File: src/rtl/pc_unit_if.sv
// pc_unit_if: fetch request handshake between the PC generator and instruction fetch
//   fetch_valid  PC generator -> fetch : fetch_pc is a valid request
//   fetch_ready  fetch -> PC generator : request accepted this cycle
//   fetch_pc     PC generator -> fetch : current PC
interface pc_unit_if #(
   parameter int LENGTH = 32
);
   logic              fetch_valid;
   logic              fetch_ready;
   logic [LENGTH-1:0] fetch_pc;
   modport master (output fetch_valid, output fetch_pc, input fetch_ready);
   modport slave  (input fetch_valid, input fetch_pc, output fetch_ready);
endinterface

File: src/rtl/pc_unit.sv
// pc_unit: parametrised program-counter generator with boot/run/halt control and prioritised redirects
//   clk            rising-edge clock
//   reset          asynchronous active-low reset
//   fetch          master side of the fetch handshake (fetch_valid, fetch_pc out; fetch_ready in)
//   stall          freezes sequential advance
//   branch_taken   redirect to branch_target
//   exc / exc_pc   exception: jump to EXC_VECTOR, save exc_pc in epc
//   eret           return to epc
//   halt / resume  enter / leave HALT
//   epc            saved exception PC
//   fetch_count    accepted fetches, wraps
//   misalign       sticky misaligned-target flag, only with PC_MISALIGN_CHECK_EN defined (else 0)
module pc_unit #(
   parameter int                LENGTH     = 32,
   parameter logic [LENGTH-1:0] STEP       = LENGTH'(4),
   parameter logic [LENGTH-1:0] RESET_PC   = '0,
   parameter logic [LENGTH-1:0] EXC_VECTOR = LENGTH'('h2000)
) (
   input  logic              clk,
   input  logic              reset,
   pc_unit_if.master         fetch,
   input  logic              stall,
   input  logic              branch_taken,
   input  logic [LENGTH-1:0] branch_target,
   input  logic              exc,
   input  logic [LENGTH-1:0] exc_pc,
   input  logic              eret,
   input  logic              halt,
   input  logic              resume,
   output logic [LENGTH-1:0] epc,
   output logic [LENGTH-1:0] fetch_count,
   output logic              misalign
);
   typedef enum logic [1:0] {BOOT, RUN, HALT} state_t;
   state_t            state;
   logic              valid;
   logic [LENGTH-1:0] pc;
   logic              accept;
   logic [LENGTH-1:0] target;
   assign accept            = valid & fetch.fetch_ready;
   assign target            = eret ? epc : branch_target;
   assign fetch.fetch_valid = valid;
   assign fetch.fetch_pc    = pc;
`ifndef PC_MISALIGN_CHECK_EN
   assign misalign = 1'b0;
`endif
   always_ff @(posedge clk or negedge reset) begin
      if (!reset) begin
         state       <= BOOT;
         valid       <= 1'b0;
         pc          <= RESET_PC;
         epc         <= '0;
         fetch_count <= '0;
`ifdef PC_MISALIGN_CHECK_EN
         misalign    <= 1'b0;
`endif
      end else begin
         if (accept) fetch_count <= fetch_count + LENGTH'(1);
         if (state == BOOT) begin
            state <= RUN;
            valid <= 1'b1;
         end else if (exc) begin
            pc    <= EXC_VECTOR;
            epc   <= exc_pc;
            state <= RUN;
            valid <= 1'b1;
         end else if (state == HALT) begin
            // fetch_pc holds in HALT; only resume (or exc above) leaves it
            if (resume) begin
               state <= RUN;
               valid <= 1'b1;
            end
         end else if (eret || branch_taken) begin
`ifdef PC_MISALIGN_CHECK_EN
            // a target off the STEP grid traps instead of being fetched
            if (|(target & (STEP - LENGTH'(1)))) begin
               pc       <= EXC_VECTOR;
               epc      <= target;
               misalign <= 1'b1;
            end else pc <= target;
`else
            pc <= target;
`endif
         end else begin
            // halt only takes effect without a redirect; the increment of this cycle still lands
            if (accept && !stall) pc <= pc + STEP;
            if (halt) begin
               state <= HALT;
               valid <= 1'b0;
            end
         end
      end
   end
endmodule
File: src/flat_wrapper.sv
// flat-port wrapper written by rule: the top's interface ports become plain ports
module pc_unit_flat 
#(
   parameter int                LENGTH     = 32,
   parameter logic [LENGTH-1:0] STEP       = LENGTH'(4),
   parameter logic [LENGTH-1:0] RESET_PC   = '0,
   parameter logic [LENGTH-1:0] EXC_VECTOR = LENGTH'('h2000)
)
  (clk, reset, stall, branch_taken, branch_target, exc, exc_pc, eret, halt, resume, epc, fetch_count, misalign, fetch_fetch_valid, fetch_fetch_pc, fetch_fetch_ready);
  pc_unit_if #(.LENGTH(LENGTH)) fetch_i ();
  input  logic clk;
  input  logic reset;
  input  logic stall;
  input  logic branch_taken;
  input  logic [LENGTH-1:0] branch_target;
  input  logic exc;
  input  logic [LENGTH-1:0] exc_pc;
  input  logic eret;
  input  logic halt;
  input  logic resume;
  output logic [LENGTH-1:0] epc;
  output logic [LENGTH-1:0] fetch_count;
  output logic misalign;
  output wire logic [$bits(fetch_i.fetch_valid)-1:0] fetch_fetch_valid;
  output wire logic [$bits(fetch_i.fetch_pc)-1:0] fetch_fetch_pc;
  input wire logic [$bits(fetch_i.fetch_ready)-1:0] fetch_fetch_ready;
  assign fetch_fetch_valid = fetch_i.fetch_valid;
  assign fetch_fetch_pc = fetch_i.fetch_pc;
  assign fetch_i.fetch_ready = fetch_fetch_ready;
  pc_unit #(.LENGTH(LENGTH), .STEP(STEP), .RESET_PC(RESET_PC), .EXC_VECTOR(EXC_VECTOR)) u_core (.clk(clk), .reset(reset), .fetch(fetch_i), .stall(stall), .branch_taken(branch_taken), .branch_target(branch_target), .exc(exc), .exc_pc(exc_pc), .eret(eret), .halt(halt), .resume(resume), .epc(epc), .fetch_count(fetch_count), .misalign(misalign));
endmodule
File: config.mk
export PLATFORM = sky130hd
export DESIGN_NAME = pc_unit_flat
export DESIGN_NICKNAME = d
export VERILOG_FILES = /design/src/rtl/pc_unit_if.sv /design/src/rtl/pc_unit.sv /design/src/flat_wrapper.sv
export SDC_FILE = /design/constraint.sdc
export NUM_CORES = 1
export LEC_CHECK = 0
export BUFFER_PORTS_ARGS = -buffer_cell sky130_fd_sc_hd__buf_2
export CAP_MARGIN = 30
export CORE_ASPECT_RATIO = 2
export CORE_MARGIN = 4
export CORE_UTILIZATION = 25
export DETAILED_ROUTE_END_ITERATION = 10
export HOLD_SLACK_MARGIN = 0.12
export PLACE_DENSITY = 0.43
export RECOVER_POWER = 50
export REMOVE_ABC_BUFFERS = 1
export SETUP_SLACK_MARGIN = 0.3
export SYNTH_ARGS = -nofsm -noshare
export SYNTH_HDL_FRONTEND = slang
export SYNTH_SLANG_ARGS = --single-unit
File: constraint.sdc
create_clock -name clk -period 4.63 [get_ports clk]
set_input_delay 1.389 -clock clk [delete_from_list [all_inputs] [get_ports clk]]
set_output_delay 1.389 -clock clk [all_outputs]
set_load 0.05 [all_outputs]
==> out/metrics.cfg, run 1 <==
[run_status]
run_status=finished, violations left
violations=capacitance limit, slew limit

[logic_synthesis]
synthesis.area_per_instance_um2=10.2
post_synth_top_flop=sky130_fd_sc_hd__dfrtp_1
ys_async_rst_share_pct=100
synth.lib_cells_used.distinct=60
synth_top_cells_by_count=sky130_fd_sc_hd__dfrtp_1, sky130_fd_sc_hd__nand2_1, sky130_fd_sc_hd__o21ai_0
cell_area_after_synthesis_um2=5110
post-synth-top-count-cell=sky130_fd_sc_hd__dfrtp_1
yosys.area.top_type_share_pct=48.5
seq_area_frac_synth_pct=48.5
synth_enable_flop_cells=0
synth_largest_area_cell=sky130_fd_sc_hd__dfrtp_1
postSynthCellCount=501
synth_area_leaders=sky130_fd_sc_hd__dfrtp_1, sky130_fd_sc_hd__mux2_2, sky130_fd_sc_hd__xnor2_1
register_bit_total_from_synthesis=99
yosys_warnings=0

[clocking]
cts_sinks=99
worstSkewPairLatency_ns=0.35
cts_inserted_buffers=9
post-cts-setup-buffer-count=0
cts.reportedPaths.clkPinSlew_ns=0.08
ctsHoldBuffers=0
cts_root_buffer_type=sky130_fd_sc_hd__clkbuf_16
cts_repair_resize_count=0
ctsLongestPathBuffers=2
tritoncts_clock_tree=yes
clock_tree.htree_level_count=3

[final_layout]
finalCoreUtilization_pct=32.8
flow.area_growth_from_synthesis_pct=28.5
number_of_nets_in_the_layout=744
final_cell_area_um2=6570
antenna-diode-count=0
fillCellCount=2089
final_layout_size_suffix_gt1_share_pct=33.5

[sta]
worstMarginPinSlew_ns=1.71
setup-tns-final_ns=0
max_freq_mhz=290
final-setup-viol-count=0
finalCriticalPeriod_ns=3.44
worst_clock_skew_ns=0.0113
unrepaired_setup_endpoints_after_global_routing=false
final_max_slew_viol_count=63
min_period_over_period_pct=74.4
final_hold_viol_count=0
slew_headroom_pct=-14.0

[drt]
finalWirelength_um=18100
drt_pre_antenna_iters=4
ant_nets=0
viasPerCell=4.91
drt_drc_violations_left=0
post_drt_wl_per_cell_um=19.3
detailedRoute.firstIterationViolations=237
detailroute.via_count=4598

[power_and_ir_drop]
total_switching_power_mw=0.996
clock_power_share_pct=32.0
power.share.switching_pct=37.9
p_per_area_nw_per_um2=400
total_power_mw=2.63
p_int_mw=1.63
power.leakage_nw=3.05
share_seq_of_total_power_pct=40.8
comb_power_share_pct=27.3
ir_drop_v=0.000196

[worst_hold_path]
hold_path.startpoint=u_core.fetch_count[31]
depth_of_the_worst_hold_timing_path=1
hold_path_class=register to register
hold_end=u_core.fetch_count[31]

[placed_design]
placed_cell_area_um2=6270
gp_congestion=0.843
dp_hpwl_um=14200
portBuffers=169

[global_routing]
grt_pass1_wl_um=27900
gr-usage-all-layers_pct=16.0
antenna_found_initial=0
maximum_number_of_pins_on_one_net_before_global_route_repair=63
via_count_of_the_first_global_routing_pass=4917
globalRouteOverflowTotal=0

[setup_path]
worst-path-buf-inv=2
critPathLaunchType=primary input
slowest_cell_on_the_critical_path=sky130_fd_sc_hd__clkbuf_1
r2r_cells=6
crit_path_arrival_time_ns=3.72
critical_path_required_ns=4.91
cp-end-kind=register
worstReg2RegEnd=u_core.fetch.fetch_pc[3]
timing.critical_path.cells=clkbuf_1, nor2_1, a21boi_1, buf_4, o311ai_0, o21ai_0, o2bb2ai_1
crit-reg2reg-launch=u_core.state[0]
setup_slack_reg_to_reg_ns=2.15
critPathMaxFanout=18
critical_path.max_stage_delay_ns=0.78
critPathKind=primary input to register
timing.critical_path.max_delay_family=compound AO/OA/AOI/OAI gates

[die]
total_die_area_um2=22900
floorplan.rows=73
floorplan.initialDensity_pct=25.6
fp.dieW_um=109
dieHeight_um=210
ios=171
core_area_um2=20000

[job]
maxCapViolations=1

==> logic make-up after synthesis <==
kind of cell | Yosys count | synth area share [%]
AOI/OAI and AO/OA | 105 | 13.9
xor gates and xnor gates | 37 | 6.34
adders and majority gates | 2 | 0.489
buffers and inverters | 30 | 2.37
DFF | 99 | 48.5
muxes | 43 | 9.23
other | 1 | 0.0734
and+or+nand+nor | 184 | 19.2
==> flip-flops by register name, indices dropped and copies added, names as in the netlist <==
signal / count
u_core.epc: 32
u_core.state: 2
u_core.fetch.fetch_valid: 1
u_core.fetch_count: 32
u_core.fetch.fetch_pc: 32
==> cell type report <==
type	count	area [um^2]	share of cell area, %
well taps	262	328	4.99
repair buffers	177	881	13.4
flip-flops and latches	99	2480	37.7
inverters	10	37.5	0.571
multi-input cells	372	2520	38.4
clock buffers	9	225	3.43
clock inverters	7	100	1.52
==> placed cells by master, fill, tap and decap left out, types with 3 or more instances in the layout <==
cell	netlist	routed
sky130_fd_sc_hd__mux2_2	33	33
sky130_fd_sc_hd__nor2_1	25	25
sky130_fd_sc_hd__xor2_1	9	9
sky130_fd_sc_hd__o22ai_1	10	10
sky130_fd_sc_hd__a22o_1	8	8
sky130_fd_sc_hd__nor3_1	4	4
sky130_fd_sc_hd__nor2b_1	4	4
sky130_fd_sc_hd__a32o_1	3	3
sky130_fd_sc_hd__o21ai_0	35	35
sky130_fd_sc_hd__mux2i_1	10	10
sky130_fd_sc_hd__buf_4	1	5
sky130_fd_sc_hd__nand3_1	29	29
sky130_fd_sc_hd__a31o_2	5	5
sky130_fd_sc_hd__buf_2	4	157
sky130_fd_sc_hd__inv_1	9	9
sky130_fd_sc_hd__or2_2	3	3
sky130_fd_sc_hd__nand2b_1	5	5
sky130_fd_sc_hd__clkbuf_1	15	14
sky130_fd_sc_hd__dfrtp_1	99	99
sky130_fd_sc_hd__nand2_1	52	52
sky130_fd_sc_hd__and2_1	10	9
sky130_fd_sc_hd__nor4_1	5	5
sky130_fd_sc_hd__clkbuf_16	0	9
sky130_fd_sc_hd__and3_1	10	10
sky130_fd_sc_hd__o221ai_1	3	3
sky130_fd_sc_hd__and4_1	3	3
sky130_fd_sc_hd__xnor2_1	28	28
sky130_fd_sc_hd__nand4_1	20	20
sky130_fd_sc_hd__a21oi_1	10	10
sky130_fd_sc_hd__o31ai_1	5	5
sky130_fd_sc_hd__o2bb2ai_1	3	3
sky130_fd_sc_hd__a21o_1	6	6
==> routing by layer <==
layer	wire length [um]	up-vias	part of all wire, %	GRT usage, %
met5	0	-	0	0
met2	10400	120	58	30.7
met1	6420	2281	36	16.9
li1	-	2179	-	-
met3	855	18	4.7	3.06
met4	337	0	1.9	5.14
==> how the worst max path moves through the flow <==
stage / slack, ns / cells past startpoint / startpoint / to
global placement: 1.19 / 6 / eret / u_core.fetch.fetch_pc[24]
floorplan: 1.20 / 5 / exc / u_core.fetch.fetch_pc[27]
detailed placement: 1.17 / 6 / eret / u_core.fetch.fetch_pc[28]
global route: 0.86 / 2 / reset / u_core.epc[18]
CTS: 1.55 / 6 / eret / u_core.fetch.fetch_pc[24]
finish: 1.19 / 7 / eret / u_core.fetch.fetch_pc[26]
==> power groups by stage <==
stage          logic [mW]  registers (mW)  clock network [mW]
6_report            0.716            1.07               0.840
5_1_grt             0.767            1.09               0.907
4_1_cts             0.731            1.07               0.878
3_5_place_dp        0.729            1.09                   0
3_3_place_gp        0.724            1.09                   0
2_1_floorplan       0.188            1.37                   0
==> through the flow <==
stage | hold slack (ns) | setup slack (ns) | instances
floorplan | 0.561 | 1.20 | 481
global placement | 0.469 | 1.19 | 920
detailed placement | 0.474 | 1.17 | 920
CTS | 0.488 | 1.55 | 936
global route | 0.501 | 0.860 | 936
finish | 0.483 | 1.19 | 936
No activity file was read; power rests on OpenSTA's default activity.
==> run 2, diff against run 1 <==
==> constraint.sdc (replaced) <==
create_clock -name clk -period 3.56 [get_ports clk]
set_input_delay 1.068 -clock clk [delete_from_list [all_inputs] [get_ports clk]]
set_output_delay 1.068 -clock clk [all_outputs]
set_load 0.05 [all_outputs]
==> run 2 against run 1 <==
The flow now finishes without violations. Worst setup slack worse by 0.54 ns. Clock skew down 0.0022 ns. Final area up 0.36%. Worst hold slack worse by 0.0036 ns. Combinational power up 31%. Clock-buffer cell count up 1. Sequential share of layout area down 0.14 points. Sequential power up 31%. Global-route usage about the same. First-iteration DRC count down 1.3%. Routed wire length up 0.55%. Utilization up 0.12 points. Critical path type unchanged. Largest power group unchanged.
==> out/metrics.cfg, run 2 (synthesis gave the netlist of run 1 again) <==
[global_routing]
grt_pass1_wl_um=27600  ; -1.3%
via_count_of_the_first_global_routing_pass=4919  ; +0.041%
globalRouteOverflowTotal=0  ; unchanged
antenna_found_initial=0  ; unchanged
maximum_number_of_pins_on_one_net_before_global_route_repair=41  ; -35%
gr-usage-all-layers_pct=16.0  ; about the same

[setup_path]
slowest_cell_on_the_critical_path=sky130_fd_sc_hd__clkbuf_1
critPathKind=primary input to register
critical_path.max_stage_delay_ns=0.69  ; -0.09 ns
timing.critical_path.depth=8  ; +1
timing.critical_path.cells=buf_2, clkbuf_1, nor2_1, clkbuf_1, nand2_1, nand2_1, a21oi_1, or2_2
critPathLaunchType=primary input
critPathMaxFanout=19  ; +1
r2r_cells=5  ; -1
worst-path-buf-inv=3  ; +1
crit_path_arrival_time_ns=3.14  ; -0.58 ns
setup_slack_reg_to_reg_ns=1.16  ; -0.99 ns
timing.critical_path.max_delay_family=buffers and inverters
critical_path_required_ns=3.79  ; -1.12 ns
cp-end-kind=register

[final_layout]
finalCoreUtilization_pct=33.0  ; +0.12 points
layout.cells.most_common=sky130_fd_sc_hd__buf_2
antenna-diode-count=0  ; unchanged
layout.cells.most_common_list=sky130_fd_sc_hd__buf_2, sky130_fd_sc_hd__dfrtp_1, sky130_fd_sc_hd__nand2_1
number_of_nets_in_the_layout=750  ; +0.81%
flow.area_growth_from_synthesis_pct=29.0
final_layout_size_suffix_gt1_share_pct=34.0  ; +0.49 points
final_cell_area_um2=6590  ; +0.36%

[job]
maxCapViolations=0  ; -1

[clocking]
cts_root_buffer_type=sky130_fd_sc_hd__clkbuf_16
post-cts-setup-buffer-count=0  ; unchanged
clock_tree.htree_level_count=3  ; unchanged
cts.reportedPaths.clkPinSlew_ns=0.07  ; about the same
ctsHoldBuffers=0  ; unchanged
cts_sinks=99  ; unchanged
cts_inserted_buffers=9  ; unchanged
tritoncts_clock_tree=yes
cts_repair_resize_count=0  ; unchanged
worstSkewPairLatency_ns=0.35  ; about the same
ctsLongestPathBuffers=2  ; unchanged

[sta]
worst_clock_skew_ns=0.00914  ; -0.00219 ns
finalCriticalPeriod_ns=2.92
worstMarginPinSlew_ns=1.28  ; -0.432 ns
final-setup-viol-count=0  ; unchanged
final_setup_margin_ns=0.644  ; -0.542 ns
setup-tns-final_ns=0  ; unchanged
max_freq_mhz=343
unrepaired_setup_endpoints_after_global_routing=false
min_period_over_period_pct=81.9
slew_headroom_pct=14.8  ; +29 points
final_max_slew_viol_count=0  ; -100%
final_hold_viol_count=0  ; unchanged
hold_slack_ns=0.479  ; -0.00364 ns

[placed_design]
dp_hpwl_um=14500  ; +2.2%
dp_worst_setup_slack_ns=0.761  ; -0.409 ns
portBuffers=169  ; unchanged
placed_cell_area_um2=6320  ; +0.72%
gp_congestion=0.800  ; -5.2%

[power_and_ir_drop]
power.share.switching_pct=37.3  ; -0.65 points
clock_power_share_pct=30.8  ; -1.2 points
p_per_area_nw_per_um2=511  ; +28%
p_int_mw=2.11  ; +30%
total_switching_power_mw=1.26  ; +26%
comb_power_share_pct=27.7  ; +0.4 points
ir_drop_v=0.000228  ; +16%
share_seq_of_total_power_pct=41.4  ; +0.6 points
power.leakage_nw=3.08  ; +0.78%

[drt]
ant_nets=0  ; unchanged
finalWirelength_um=18200  ; +0.55%
drt_drc_violations_left=0  ; unchanged
post_drt_wl_per_cell_um=19.3  ; about the same
drt_pre_antenna_iters=4  ; unchanged
viasPerCell=4.91  ; -0.12%
detailedRoute.firstIterationViolations=234  ; -1.3%
detailroute.via_count=4617  ; +0.41%

[die]
ios=171  ; unchanged
total_die_area_um2=22900  ; unchanged
dieHeight_um=210  ; unchanged
floorplan.rows=73  ; unchanged
floorplan.initialDensity_pct=25.6  ; unchanged
fp.dieW_um=109  ; unchanged
core_area_um2=20000  ; unchanged

[worst_hold_path]
depth_of_the_worst_hold_timing_path=1  ; unchanged
hold_path_class=register to register

[run_status]
run_status=complete, no violations

run 2: final timing paths:
path | from | to
max | eret | u_core.fetch.fetch_valid
max reg2reg | u_core.fetch.fetch_pc[8] | u_core.fetch.fetch_pc[30]
max in group asynchronous | reset | u_core.fetch.fetch_pc[9]
min | u_core.fetch_count[31] | u_core.fetch_count[31]
min reg2reg | u_core.fetch_count[31] | u_core.fetch_count[31]
min in group asynchronous | reset | u_core.fetch_count[17]
run 2: power by group through the flow:
stage | Sequential (mW) | Clock [mW] | Combinational, mW
floorplan | 1.78 | 0 | 0.245
global placement | 1.42 | 0 | 0.945
detailed placement | 1.42 | 0 | 0.952
CTS | 1.40 | 1.08 | 0.954
global route | 1.42 | 1.13 | 0.999
finish | 1.40 | 1.04 | 0.935
run 2: cell type report:
class	instances	area (um^2)
clock buffer	10	229
clock inverter	5	78.8
fill	2137	13400
inverter	10	37.5
multi-input combinational	372	2520
sequential	99	2480
tap	262	328
timing repair buffer	183	922
run 2: metal layers:
metal	wire, um	GRT usage, %	vias to the layer above
met5	0	0	-
met4	437	6.10	0
met3	849	2.79	20
met2	10400	31.2	146
met1	6450	16.2	2275
li1	-	-	2176
run 2: stage by stage:
| step | power, mW | instances |
|---|---|---|
| after floorplan | 2.03 | 481 |
| after detailed placement | 2.37 | 926 |
| after CTS | 3.44 | 941 |
| after global routing | 3.54 | 941 |
| final | 3.37 | 941 |
| after global placement | 2.36 | 926 |
run 2: worst register-to-register path: cells and delay by family, from the launching register on:
| family | cells | cell delay (ns) |
|---|---|---|
| flops | 1 | 0.56 |
| simple gates | 3 | 1.26 |
| compound gates | 2 | 0.46 |
